==> config.mk <==
export PLATFORM = sky130hd
export DESIGN_NAME = demux_1_4
export DESIGN_NICKNAME = d
export VERILOG_FILES = /design/src/rtl/demux_pkg.sv /design/src/rtl/demux_1_4_dec.sv /design/src/rtl/demux_1_4.sv
export SDC_FILE = /design/constraint.sdc
export NUM_CORES = 1
export LEC_CHECK = 0
export CORE_MARGIN = 5
export CORE_UTILIZATION = 30
export DETAILED_ROUTE_END_ITERATION = 10
export PLACE_DENSITY = 0.66
export SYNTH_ARGS = -nofsm -noshare
export SYNTH_HDL_FRONTEND = slang
export SYNTH_SLANG_ARGS = --single-unit
export TNS_END_PERCENT = 50
==> constraint.sdc <==
create_clock -name clk -period 2.4 [get_ports clk]
set_clock_uncertainty 0.15 [all_clocks]
set_input_delay 0.72 -clock clk [delete_from_list [all_inputs] [get_ports clk]]
set_output_delay 0.72 -clock clk [all_outputs]
set_load 0.005 [all_outputs]
==> src/rtl/demux_pkg.sv <==
// rtl/demux_pkg.sv - shared constants and helpers for the 1-to-4 demultiplexer
//
// Purpose : port count, select width, holding-stage state encoding and a
//           2-bit to 4-bit one-hot helper shared by demux_1_4 and dec_2_4.
// Ports   : none (package).

package demux_pkg;

    localparam int NPORT = 4;
    localparam int SELW  = 2;

    // Holding-stage occupancy; a single flag is the whole state machine.
    localparam logic [0:0] ST_EMPTY = 1'b0;
    localparam logic [0:0] ST_FULL  = 1'b1;

    function automatic logic [NPORT-1:0] onehot4(input logic [SELW-1:0] sel);
        logic [NPORT-1:0] v;
        v      = '0;
        v[sel] = 1'b1;
        return v;
    endfunction

endpackage

==> src/rtl/demux_1_4_dec.sv <==
// rtl/demux_1_4_dec.sv - combinational 2-to-4 one-hot decoder with enable
//
// Purpose : y is one-hot(sel) when en is high, all zero otherwise.
// Ports   : en  - decode enable
//           sel - 2-bit index
//           y   - 4-bit one-hot result

module dec_2_4
    import demux_pkg::*;
(
    input  logic            en,
    input  logic [SELW-1:0] sel,
    output logic [NPORT-1:0] y
);

    always_comb begin
        y = '0;
        if (en) begin
            y = onehot4(sel);
        end
    end

endmodule

==> src/rtl/demux_1_4.sv <==
// rtl/demux_1_4.sv - registered 1-to-4 demultiplexer with valid/ready handshake
//
// Purpose : buffers one upstream beat in a single-entry stage and presents it
//           to the destination chosen by its select; counts delivered beats
//           per destination.
// Ports   : clk       - clock, rising edge
//           rst       - asynchronous active-high reset
//           in_valid  - upstream beat present
//           in_ready  - beat accepted this cycle
//           in_sel    - destination index 0..3
//           in_data   - beat payload
//           out_valid - one-hot destination of the held beat
//           out_ready - per-destination ready
//           out_data  - held payload, shared by all destinations
//           cnt       - delivered-beat counters, port k at [k*cw +: cw]

module demux_1_4
    import demux_pkg::*;
#(
    parameter int w  = 32,
    parameter int cw = 8
) (
    input  logic              clk,
    input  logic              rst,
    input  logic              in_valid,
    output logic              in_ready,
    input  logic [SELW-1:0]   in_sel,
    input  logic [w-1:0]      in_data,
    output logic [NPORT-1:0]  out_valid,
    input  logic [NPORT-1:0]  out_ready,
    output logic [w-1:0]      out_data,
    output logic [NPORT*cw-1:0] cnt
);

    logic [0:0]      full;
    logic [w-1:0]    data_q;
    logic [SELW-1:0] sel_q;

    logic [0:0]      full_d;
    logic [w-1:0]    data_d;
    logic [SELW-1:0] sel_d;

    logic            deliver;
    logic            accept;
    logic [NPORT-1:0] inc;

    // Only the ready of the held beat's destination can drain it.
    assign deliver  = (full == ST_FULL) && out_ready[sel_q];

    // Pass-through refill: a draining stage can take a new beat at the same
    // edge, which is what sustains one beat per cycle.
    assign in_ready = (full == ST_EMPTY) || out_ready[sel_q];
    assign accept   = in_valid && in_ready;

    assign out_data = data_q;

    dec_2_4 u_dec_valid (
        .en  (full == ST_FULL),
        .sel (sel_q),
        .y   (out_valid)
    );

    dec_2_4 u_dec_inc (
        .en  (deliver),
        .sel (sel_q),
        .y   (inc)
    );

    always_comb begin
        full_d = full;
        data_d = data_q;
        sel_d  = sel_q;
        if (accept) begin
            // Covers both an empty-stage load and a same-edge reload.
            full_d = ST_FULL;
            data_d = in_data;
            sel_d  = in_sel;
        end else if (deliver) begin
            full_d = ST_EMPTY;
        end
    end

    always_ff @(posedge clk or posedge rst) begin
        if (rst) begin
            full   <= ST_EMPTY;
            data_q <= '0;
            sel_q  <= '0;
        end else begin
            full   <= full_d;
            data_q <= data_d;
            sel_q  <= sel_d;
        end
    end

    // Counters advance on delivery only and wrap freely.
    for (genvar k = 0; k < NPORT; k++) begin : g_cnt
        logic [cw-1:0] cnt_q;

        always_ff @(posedge clk or posedge rst) begin
            if (rst) begin
                cnt_q <= '0;
            end else if (inc[k]) begin
                cnt_q <= cnt_q + cw'(1);
            end
        end

        assign cnt[k*cw +: cw] = cnt_q;
    end

endmodule

==> results.py <==
metrics = {
    "status": {
        "status": "finished clean",
    },
    "synth": {
        "synthCells": 210,
        "synth-edff-count": 0,
        "yosys.area_share.simple": 0.115,
        "yosys.area_share.adder": 0.0175,
        "avgSynthCellArea_um2": 13.6,
        "ys_seq_area_frac": 0.586,
        "synth-seq-cells": 67,
        "syn_area_um2": 2860,
        "synth.top_cell.area_share": 0.586,
        "yosysWarnings": 0,
        "synthXorXnorAreaFrac": 0.0858,
        "ys_top_cells_by_area": "dfrtp_1, mux2_2, xor2_1, xnor2_1, ha_1",
        "synth_commonest_cells": "dfrtp_1, mux2_2, xor2_1, xnor2_1, nand2_1",
        "synth_compound_area_frac": 0.0175,
        "async_flop_share": 1.00,
        "syn_nets": 255,
        "synth-main-ff-cell": "dfrtp_1",
        "synth_cell_types": 30,
        "yosysTopAreaCell": "dfrtp_1",
        "synth_most_common_cell": "dfrtp_1",
        "synthMuxAreaShare": 0.153,
        "synth_top_family_by_area": "multiplexers",
    },
    "finish": {
        "layout.nets": 390,
        "area_growth_pct": 55.2,
        "post-route-util": 0.478,
        "nFillCells": 895,
        "antenna_cells": 0,
        "drive_gt1_frac": 0.249,
    },
    "clock_network": {
        "cts_tree": "done",
        "root_buffer": "clkbuf_8",
        "h-tree-depth": 3,
        "cts-buffers-inserted": 9,
        "clkTransAtPathRegs_ps": 60,
        "clk_latency_ps": 330,
        "cts_buffer_depth": 2,
        "clkSinkCount": 67,
    },
    "worst_setup_path": {
        "cp.depth": 4,
        "cp-startpoint": "out_ready[1]",
        "path_delay_family": "buffers and inverters",
        "crit_required_ps": 1530,
        "crit_type": "input pin to output port",
        "cp.arrival_ps": 1490,
        "critPathBufInv": 2,
        "reg2reg_to": "out_data[13]",
        "path_cells": "clkdlybuf4s15_1, mux2_4, a2bb2oi_2, buf_2",
        "rr_startpoint": "sel_q[1]",
        "crit_path_top_delay_cell": "mux2_4",
        "worst_setup_path_start_kind": "input pin",
        "r2r_slack_ps": 290,
        "critPathMaxFanout": 2,
        "crit_path_end_kind": "output port",
        "critPathMaxStageDelay_ps": 290,
        "r2r_cells": 6,
        "endpoint": "in_ready",
    },
    "sta": {
        "setup_ws_ps": 35.4,
        "clock.fmax_mhz": 423,
        "setup_violations": 0,
        "slew_viol_final": 0,
        "min_period_over_period": 0.985,
        "worst_slew_pin_slew_ps": 465,
        "slew_headroom": 0.690,
        "period_needed_ps": 2360,
        "tns_ps": 0,
        "rsz0062_at_grt": "false",
        "hold_viol_final": 0,
    },
    "routing": {
        "routed_via_density": 4.42,
        "num_vias": 2112,
        "ant_nets": 0,
        "drcViolationCount": 0,
        "firstDrtPassIters": 2,
        "finalWirelength_mm": 6.84,
        "wl_per_cell_um": 14.3,
        "drtIter0Drc": 23,
    },
    "global_routing": {
        "grt_overflow": 0,
        "grt_max_degree": 38,
        "grt-busiest-layer": "met2",
        "antenna_found_initial": 0,
        "grt_use_met2": 0.202,
        "grtUsageTotal": 0.123,
        "grt_use_met3": 0.0570,
        "grt_pass1_wl_mm": 11.0,
        "grt_pass1_vias": 2285,
        "grtUsageMet1": 0.134,
    },
    "placement": {
        "portBuffers": 109,
        "place_congestion": 0.846,
        "preCtsSetupSlack_ps": -678,
        "hpwl_mm": 5.19,
    },
    "die": {
        "dieArea_um2": 11600,
        "coreArea_um2": 9280,
        "die_y_um": 108,
        "rows": 35,
        "start_util": 0.308,
        "ioPinCount": 110,
        "die_w_um": 108,
    },
    "power_and_ir_drop": {
        "p_per_area_nw_per_um2": 978,
        "ir_drop_mv": 0.401,
        "power_leakage_nw": 1.95,
    },
    "min_path": {
        "hp-class": "register to register",
    },
    "job": {
        "cap_violations": 0,
    },
}
-- power by group --
group	switching, W	internal (W)	total, W	leakage, nW
Sequential	0.000300	0.00149	0.00179	0.828
Clock	0.000397	0.000393	0.000790	0.0860
Combinational	0.000585	0.00118	0.00176	1.03
-- sequential cells by signal, summed over array words and instances (netlist names) --
| register | flops |
|---|---|
| g_cnt.cnt_q | 32 |
| full | 1 |
| sel_q | 2 |
| out_data | 32 |
-- area by class of cell --
cell class	instances	area [um2]	area share
clock buffer	12	145	0.0327
clock inverter	3	15.0	0.00338
inverter	4	18.8	0.00423
multi-input combinational	132	1140	0.257
sequential	67	1680	0.379
tap	129	161	0.0364
timing repair buffer	131	1270	0.287
-- cells in the final DEF, fill, tap and decap left out, types with 4 or more instances in the layout --
cell             instances
nand2_1                 11
nand4_1                  6
clkdlybuf4s50_1        100
mux2_2                  37
nor2_1                   6
xnor2_1                 13
buf_4                   19
nand3_1                 10
and3_1                   4
dlygate4sd2_1            5
ha_1                     4
clkbuf_8                10
nor3_1                   6
xor2_1                  15
dfrtp_1                 64
-- layer usage --
metal  vias up  part of all wire
met4         0             0.020
met1      1036              0.40
li1       1002                 -
met3        11             0.083
met2        63              0.50
met5         -                 0
-- repair_timing --
action | in CTS | in global routing
hold buffers | 0 | 0
pin swaps | 1 | 0
setup endpoints to repair | 5 | 2
setup buffers | 6 | 1
cloned | 0 | 0
gates resized for setup | 26 | 1
-- worst reg2reg max path: stages, from the launching register on --
cell and delay (ps):
dfrtp_2 450, buf_4 150, buf_4 140, mux2_2 290, o221ai_4 250, buf_12 210
mux2_2 350
-- how the worst min path moves through the flow --
stage	start	end	slack (ps)	cells after the start
final	g_cnt[2].cnt_q[7]	g_cnt[2].cnt_q[7]	320	1
after global routing	g_cnt[2].cnt_q[7]	g_cnt[2].cnt_q[7]	340	1
after CTS	g_cnt[2].cnt_q[7]	g_cnt[2].cnt_q[7]	320	1
after detailed placement	g_cnt[2].cnt_q[7]	g_cnt[2].cnt_q[7]	310	1
after global placement	g_cnt[3].cnt_q[7]	g_cnt[3].cnt_q[7]	310	1
after floorplan	g_cnt[1].cnt_q[7]	g_cnt[1].cnt_q[7]	310	1
-- kinds of logic after synthesis --
family | Yosys count
multiplexers | 39
adder cells (fa/ha/maj) | 4
AND/OR/NAND/NOR | 57
buffers and inverters | 11
flip-flops | 67
AO/OA/AOI/OAI | 4
XOR/XNOR | 28
-- per-stage QoR --
step | power (W) | cells | area, um2 | hold slack [ps]
floorplan | 0.00246 | 210 | 2860 | 315
global placement | 0.00349 | 457 | 4200 | 306
detailed placement | 0.00353 | 457 | 4200 | 310
CTS | 0.00443 | 478 | 4440 | 323
global route | 0.00464 | 478 | 4440 | 338
finish | 0.00434 | 478 | 4440 | 318
Note: power is estimated with default switching activity, not from simulation.
